### src/rtl/pkt_asm.sv
// Word-to-packet assembler: gathers WORDS_PER_PACKET words over a valid/ready
// input and holds the packed result on a valid/ready output until taken.
module pkt_asm #(
  parameter int WORD_SIZE        = 8,
  parameter int WORDS_PER_PACKET = 4,
  parameter int LSB_FIRST        = 1,
  parameter int TIMEOUT_CYCLES   = 0,
  parameter int DROP_CTR_WIDTH   = 8
) (
  input  logic                                  clk,
  input  logic                                  n_reset,
  input  logic [WORD_SIZE-1:0]                  in_data,
  input  logic                                  in_valid,
  output logic                                  in_ready,
  input  logic                                  flush,
  output logic [WORD_SIZE*WORDS_PER_PACKET-1:0] out_data,
  output logic                                  out_valid,
  input  logic                                  out_ready,
  output logic [DROP_CTR_WIDTH-1:0]             drop_count
);

  localparam int CW = (WORDS_PER_PACKET > 1) ? $clog2(WORDS_PER_PACKET) : 1;
  localparam int TW = (TIMEOUT_CYCLES > 1) ? $clog2(TIMEOUT_CYCLES) : 1;
  localparam logic [CW-1:0] LAST  = CW'(WORDS_PER_PACKET - 1);
  localparam logic [TW-1:0] TLAST = TW'((TIMEOUT_CYCLES > 0) ? TIMEOUT_CYCLES - 1 : 0);
  localparam bit TO_EN = (TIMEOUT_CYCLES > 0);

  typedef enum logic {S_RX, S_HOLD} state_t;

  state_t                                   r_state, w_state_nxt;
  logic [CW-1:0]                            r_ctr, w_ctr_nxt;
  logic [TW-1:0]                            r_timer, w_timer_nxt;
  logic [DROP_CTR_WIDTH-1:0]                r_drop, w_drop_nxt;
  logic [WORDS_PER_PACKET-1:0][WORD_SIZE-1:0] r_slot;
  logic                                     r_run;
  logic                                     w_word_acc, w_pkt_acc, w_expire, w_store;
  logic [CW-1:0]                            w_idx;

  // r_run keeps in_ready low through reset without a path from n_reset
  assign in_ready   = r_run && (r_state == S_RX);
  assign out_valid  = (r_state == S_HOLD);
  assign out_data   = r_slot;
  assign drop_count = r_drop;

  assign w_word_acc = in_valid && in_ready;
  assign w_pkt_acc  = out_valid && out_ready;
  assign w_expire   = TO_EN && (r_state == S_RX) && (r_ctr != '0) &&
                      (r_timer == TLAST) && !w_word_acc;
  assign w_idx      = (LSB_FIRST != 0) ? r_ctr : (LAST - r_ctr);

  always_comb begin
    w_state_nxt = r_state;
    w_ctr_nxt   = r_ctr;
    w_drop_nxt  = r_drop;
    w_store     = 1'b0;
    if (!TO_EN || w_word_acc || (r_ctr == '0) || (r_state != S_RX) || w_expire)
      w_timer_nxt = '0;
    else
      w_timer_nxt = r_timer + 1'b1;

    if (flush) begin
      w_state_nxt = S_RX;
      w_ctr_nxt   = '0;
      w_timer_nxt = '0;
    end else begin
      case (r_state)
        S_RX: begin
          if (w_word_acc) begin
            w_store = 1'b1;
            if (r_ctr == LAST) begin
              w_ctr_nxt   = '0;
              w_state_nxt = S_HOLD;
            end else begin
              w_ctr_nxt = r_ctr + 1'b1;
            end
          end else if (w_expire) begin
            w_ctr_nxt = '0;
            if (r_drop != '1) w_drop_nxt = r_drop + 1'b1;
          end
        end
        S_HOLD: if (w_pkt_acc) w_state_nxt = S_RX;
        default: w_state_nxt = S_RX;
      endcase
    end
  end

  always_ff @(posedge clk) begin
    if (!n_reset) begin
      r_state <= S_RX;
      r_ctr   <= '0;
      r_timer <= '0;
      r_drop  <= '0;
      r_run   <= 1'b0;
    end else begin
      r_state <= w_state_nxt;
      r_ctr   <= w_ctr_nxt;
      r_timer <= w_timer_nxt;
      r_drop  <= w_drop_nxt;
      r_run   <= 1'b1;
    end
  end

  // Slots are not cleared on discard; they are simply overwritten next packet
  for (genvar k = 0; k < WORDS_PER_PACKET; k++) begin : g_slot
    always_ff @(posedge clk) begin
      if (!n_reset)
        r_slot[k] <= '0;
      else if (w_store && (w_idx == CW'(k)))
        r_slot[k] <= in_data;
    end
  end

endmodule
### config.mk
export PLATFORM = sky130hd
export DESIGN_NAME = pkt_asm
export DESIGN_NICKNAME = d
export VERILOG_FILES = /design/src/rtl/pkt_asm.sv
export SDC_FILE = /design/constraint.sdc
export NUM_CORES = 1
export LEC_CHECK = 0
export ABC_AREA = 0
export CORE_MARGIN = 5
export CORE_UTILIZATION = 47
export CTS_BUF_LIST = sky130_fd_sc_hd__clkbuf_8 sky130_fd_sc_hd__clkbuf_16
export DETAILED_ROUTE_END_ITERATION = 8
export GPL_TIMING_DRIVEN = 0
export HOLD_SLACK_MARGIN = 0.02
export PLACE_DENSITY = 0.83
export SYNTH_ARGS = -nofsm -noshare
export SYNTH_HDL_FRONTEND = slang
export SYNTH_SLANG_ARGS = --single-unit
### constraint.sdc
create_clock -name clk -period 3.48 [get_ports clk]
set_input_delay 0.522 -clock clk [delete_from_list [all_inputs] [get_ports clk]]
set_output_delay 0.522 -clock clk [all_outputs]
set_load 0.05 [all_outputs]
# == After elaboration in Yosys (flattened, before gate mapping) ==
# Cells that the tools add are included.
# word_totals
out_inout_bits,42
elab_cells,32
input_bits,13
register_bits,36
# op_classes
n_eq_ne,3
addsub,1
n_reduce_logical,10
bitwise_logic,2
mux,9
# ops
op,count
logical AND 1 bit,7
two-way mux 1 bit,7
"equality test 2 bit, second input constant",2
"adder 2 x 1 -> 2 bit, second input constant",1
"equality test 2 x 1 -> 1 bit, second input constant",1
logical NOT 2 bit,1
two-way mux 2 bit,1
inverter 1 bit,2
case mux 1 bit (2 select lines),1
AND reduction 2 bit,1
OR reduction 2 bit,1

# == Depth between registers and ports, before layout ==
# depth
word_depth,7
mapped_depth,4
mapped_depth_nobuf,4

# == Worst setup path after synthesis ==
# Ideal clock, no wire load.
# synth_timing
path_type,register -> output
startpoint,"register r_state, in the netlist out_valid"
endpoint,output in_ready
path_stages_with_launch,2
slack_ns,1.932
required_time_ns,2.958
arrival_time_ns,1.026
cell_sequence,dfxtp_1 > and2b_2
# synth_via
elab_chain_len,2
# synth_lines
item,line,rtl
start: declaration,30,"state_t r_state, w_state_nxt;"
start signal: assignment,95,r_state <= w_state_nxt;
inverter 1 bit,--,
logical AND 1 bit,40,assign in_ready = r_run && (r_state == S_RX);
end: declaration,14,"output logic in_ready,"
# No other way between the ends.

# == Worst setup path after layout ==
# Same ends and word-level chain as after synthesis.

==> impl_metrics.env <==
export IMPL_postRouteWirelength_um=3490
export IMPL_crit_reg2reg_launch="r_ctr[0]$_SDFFE_PP0P_"
export IMPL_hold_path_startpoint="out_data[0]$_SDFFE_PN0P_"
export IMPL_async_reset_ff_frac=0
export IMPL_most_area_consuming_cells_after_synthesis="sky130_fd_sc_hd__dfxtp_1, sky130_fd_sc_hd__mux2i_1, sky130_fd_sc_hd__nand2_1"
export IMPL_synth_edf_count=0
export IMPL_dpl_cell_count=241
export IMPL_post_synth_top_area_fraction=0.481
export IMPL_hold_path_cell_count=2
export IMPL_io_pins=55
export IMPL_clkLatencyLatePin_ps=290
export IMPL_finalNetCount=221
export IMPL_setup_tns_ps=0
export IMPL_ctsRootBufferMaster="sky130_fd_sc_hd__clkbuf_8"
export IMPL_power_per_cell_area_mw_per_mm2=385
export IMPL_dominantRegCellSynth="sky130_fd_sc_hd__dfxtp_1"
export IMPL_cts_setup_buffers=0
export IMPL_route_detailed_wl_per_inst_um=14.0
export IMPL_clock_slew_at_the_register_clock_pins_of_the_worst_setup_and_hold_paths_ps=70
export IMPL_worstHoldPathType="reg2reg"
export IMPL_skew_ps=7.69
export IMPL_critical_path_endpoint_category="output pin"
export IMPL_cts_num_sinks=36
export IMPL_worst_ep_required_time_ps=2960
export IMPL_worstRegToRegCells=3
export IMPL_worst_path_buf_inv=1
export IMPL_overall_power_mw=0.821
export IMPL_grt_total_usage=0.174
export IMPL_num_vias=1141
export IMPL_drc=0
export IMPL_initial_utilization=0.491
export IMPL_setup_worst_path_start_class="register"
export IMPL_hold_path_end="out_data[0]$_SDFFE_PN0P_"
export IMPL_synth_distinct_cells=18
export IMPL_grt_max_degree=12
export IMPL_areaGrowthSynthToFinish_pct=42.3
export IMPL_regToRegEndpoint="r_ctr[0]$_SDFFE_PP0P_"
export IMPL_vdd_ir_drop_max_uv=370
export IMPL_timing_critical_path_slowest_cell_delay_ps=800
export IMPL_layout_cells_non_filler=249
export IMPL_synth_area_leader_cell="sky130_fd_sc_hd__dfxtp_1"
export IMPL_worst_path_max_delay_cell="sky130_fd_sc_hd__clkdlybuf4s50_1"
export IMPL_syn_area_per_cell_um2=10.4
export IMPL_finalSetupViolations=0
export IMPL_report_final_hold_viol_count=0
export IMPL_synth_seq_cells=36
export IMPL_path_cells="and2b_2 -> clkdlybuf4s50_1"
export IMPL_cp_data_arrival_time_ps=1630
export IMPL_slew_viol_final=0
export IMPL_antenna_violating_nets_post_route=0
export IMPL_die_area_mm2=0.00442
export IMPL_tritoncts="built"
export IMPL_filler_cell_count=252
export IMPL_synthCells=144
export IMPL_drive_gt1_frac=0.107
export IMPL_diodes=0
export IMPL_grt_first_pass_wirelength_um=5670
export IMPL_synthTopCellsByCount="sky130_fd_sc_hd__nand2_1, sky130_fd_sc_hd__dfxtp_1, sky130_fd_sc_hd__mux2i_1"
export IMPL_gr_max_usage_layer="met2"
export IMPL_slew_headroom=0.640
export IMPL_yosys_warnings=0
export IMPL_numCtsBuffers=5
export IMPL_clock_fmax_mhz=464
export IMPL_detail_route_first_pass_iterations=4
export IMPL_tightest_slew_ps=540
export IMPL_post_cts_hold_buffer_count=0
export IMPL_maxCapViolations=0
export IMPL_min_period_over_period=0.619
export IMPL_floorplan_die_width_um=66.5
export IMPL_floorplan_die_height_um=66.5
export IMPL_p_leak_nw=1.01
export IMPL_postLayoutCoreUtil=0.699
export IMPL_mappedNetlistArea_mm2=0.00150
export IMPL_outcome="complete, no violations"
export IMPL_worstSetupPathType="reg2out"
export IMPL_final_period_minus_worst_setup_slack_ps=2150
export IMPL_port_buffers=46
export IMPL_use_met1=0.188
export IMPL_fp_coreArea_mm2=0.00305
export IMPL_cts_htree_levels=2
export IMPL_post_synth_top_count_cell="sky130_fd_sc_hd__nand2_1"
export IMPL_grt_use_met3=0.0793
export IMPL_rsz0062_at_grt="no"
export IMPL_placement_rows=20
export IMPL_crit_family="buffers and inverters"
export IMPL_synth_seq_area_share=0.481
export IMPL_gr_total_overflow=0
export IMPL_ff_to_ff_setup_slack_ps=2240
export IMPL_worst_path_stages=2
export IMPL_critPathMaxFanout=5
export IMPL_via_count_of_the_first_global_routing_pass=1218
export IMPL_ctsLongestPathBuffers=2
export IMPL_first_iter_violations=19
export IMPL_vias_per_cell=4.58
export IMPL_grtUsageMet2=0.297
export IMPL_grt_antenna_before_repair=0
export IMPL_post_cts_resize_count=0
export IMPL_hpwlAfterDp_um=2620
export IMPL_gp_congestion=0.691
==> cell families after synthesis <==
kind of cell,after synthesis,share of synthesized area
buffers and inverters,16,0.0651
AOI/OAI and AO/OA,2,0.00918
adders and majority gates,4,0.0334
and+or+nand+nor,52,0.189
muxes,33,0.220
other,1,0.00250
DFF,36,0.481
==> final cells by class <==
class	count	area [µm²]	area share
Tap cell	44	55.1	0.0258
Sequential cell	36	721	0.338
Clock buffer	6	82.6	0.0387
Buffer	13	86.3	0.0405
Timing Repair Buffer	46	460	0.216
Multi-Input combinational cell	99	707	0.331
Inverter	3	11.3	0.00528
Clock inverter	2	10.0	0.00469
==> stage by stage <==
| step | setup slack (ps) | cell area [µm²] | hold slack [ps] |
|---|---|---|---|
| 2_1_floorplan | 1930 | 1530 | 478 |
| 3_3_place_gp | 1550 | 2040 | 445 |
| 3_5_place_dp | 1460 | 2040 | 453 |
| 4_1_cts | 1320 | 2130 | 464 |
| 5_1_grt | 1280 | 2130 | 488 |
| 6_report | 1330 | 2130 | 462 |
==> flip-flops by register name (all words and copies together), names as in the netlist <==
name / cells
r_ctr: 2
r_run: 1
out_data: 32
out_valid: 1
==> tightest hold or removal path, cell delays in order (launching register included) <==
cell and delay [ps]:
sky130_fd_sc_hd__dfxtp_1 310, sky130_fd_sc_hd__nand2_1 50, sky130_fd_sc_hd__mux2i_1 50
==> worst max-delay path by stage <==
stage,startpoint,endpoint
after floorplan,out_valid$_SDFF_PP0_,in_ready
final,out_valid$_SDFF_PP0_,in_ready
after detailed placement,n_reset,out_data[28]$_SDFFE_PN0P_
after global placement,n_reset,out_data[25]$_SDFFE_PN0P_
after CTS,out_valid$_SDFF_PP0_,in_ready
after global routing,out_valid$_SDFF_PP0_,in_ready
==> cell usage in the layout (no fill, tap or decap) <==
cell	n
sky130_fd_sc_hd__a21oi_1	1
sky130_fd_sc_hd__a32oi_1	1
sky130_fd_sc_hd__and2b_2	1
sky130_fd_sc_hd__and4bb_1	1
sky130_fd_sc_hd__buf_4	8
sky130_fd_sc_hd__buf_6	1
sky130_fd_sc_hd__clkbuf_1	4
sky130_fd_sc_hd__clkbuf_8	6
sky130_fd_sc_hd__clkdlybuf4s50_1	46
sky130_fd_sc_hd__clkinv_2	2
sky130_fd_sc_hd__conb_1	8
sky130_fd_sc_hd__dfxtp_1	36
sky130_fd_sc_hd__ha_1	4
sky130_fd_sc_hd__inv_1	3
sky130_fd_sc_hd__mux2i_1	33
sky130_fd_sc_hd__nand2_1	41
sky130_fd_sc_hd__nand2_8	4
sky130_fd_sc_hd__nand2b_1	1
sky130_fd_sc_hd__nand3b_1	1
sky130_fd_sc_hd__nor2_1	2
sky130_fd_sc_hd__or3_1	1
==> metal layers <==
layer,vias to the layer above,wire (µm)
li1,579,-
met1,517,1470
met2,40,1670
met3,5,312
met4,0,36
met5,-,0
==> report_power, final <==
part	internal [mW]	switching (mW)	total, mW
Clock	0.158	0.145	0.303
Sequential	0.417	0.00274	0.419
Combinational	0.0354	0.0633	0.0987
Total	0.610	0.211	0.821
No activity file was read; power rests on OpenSTA's default activity.
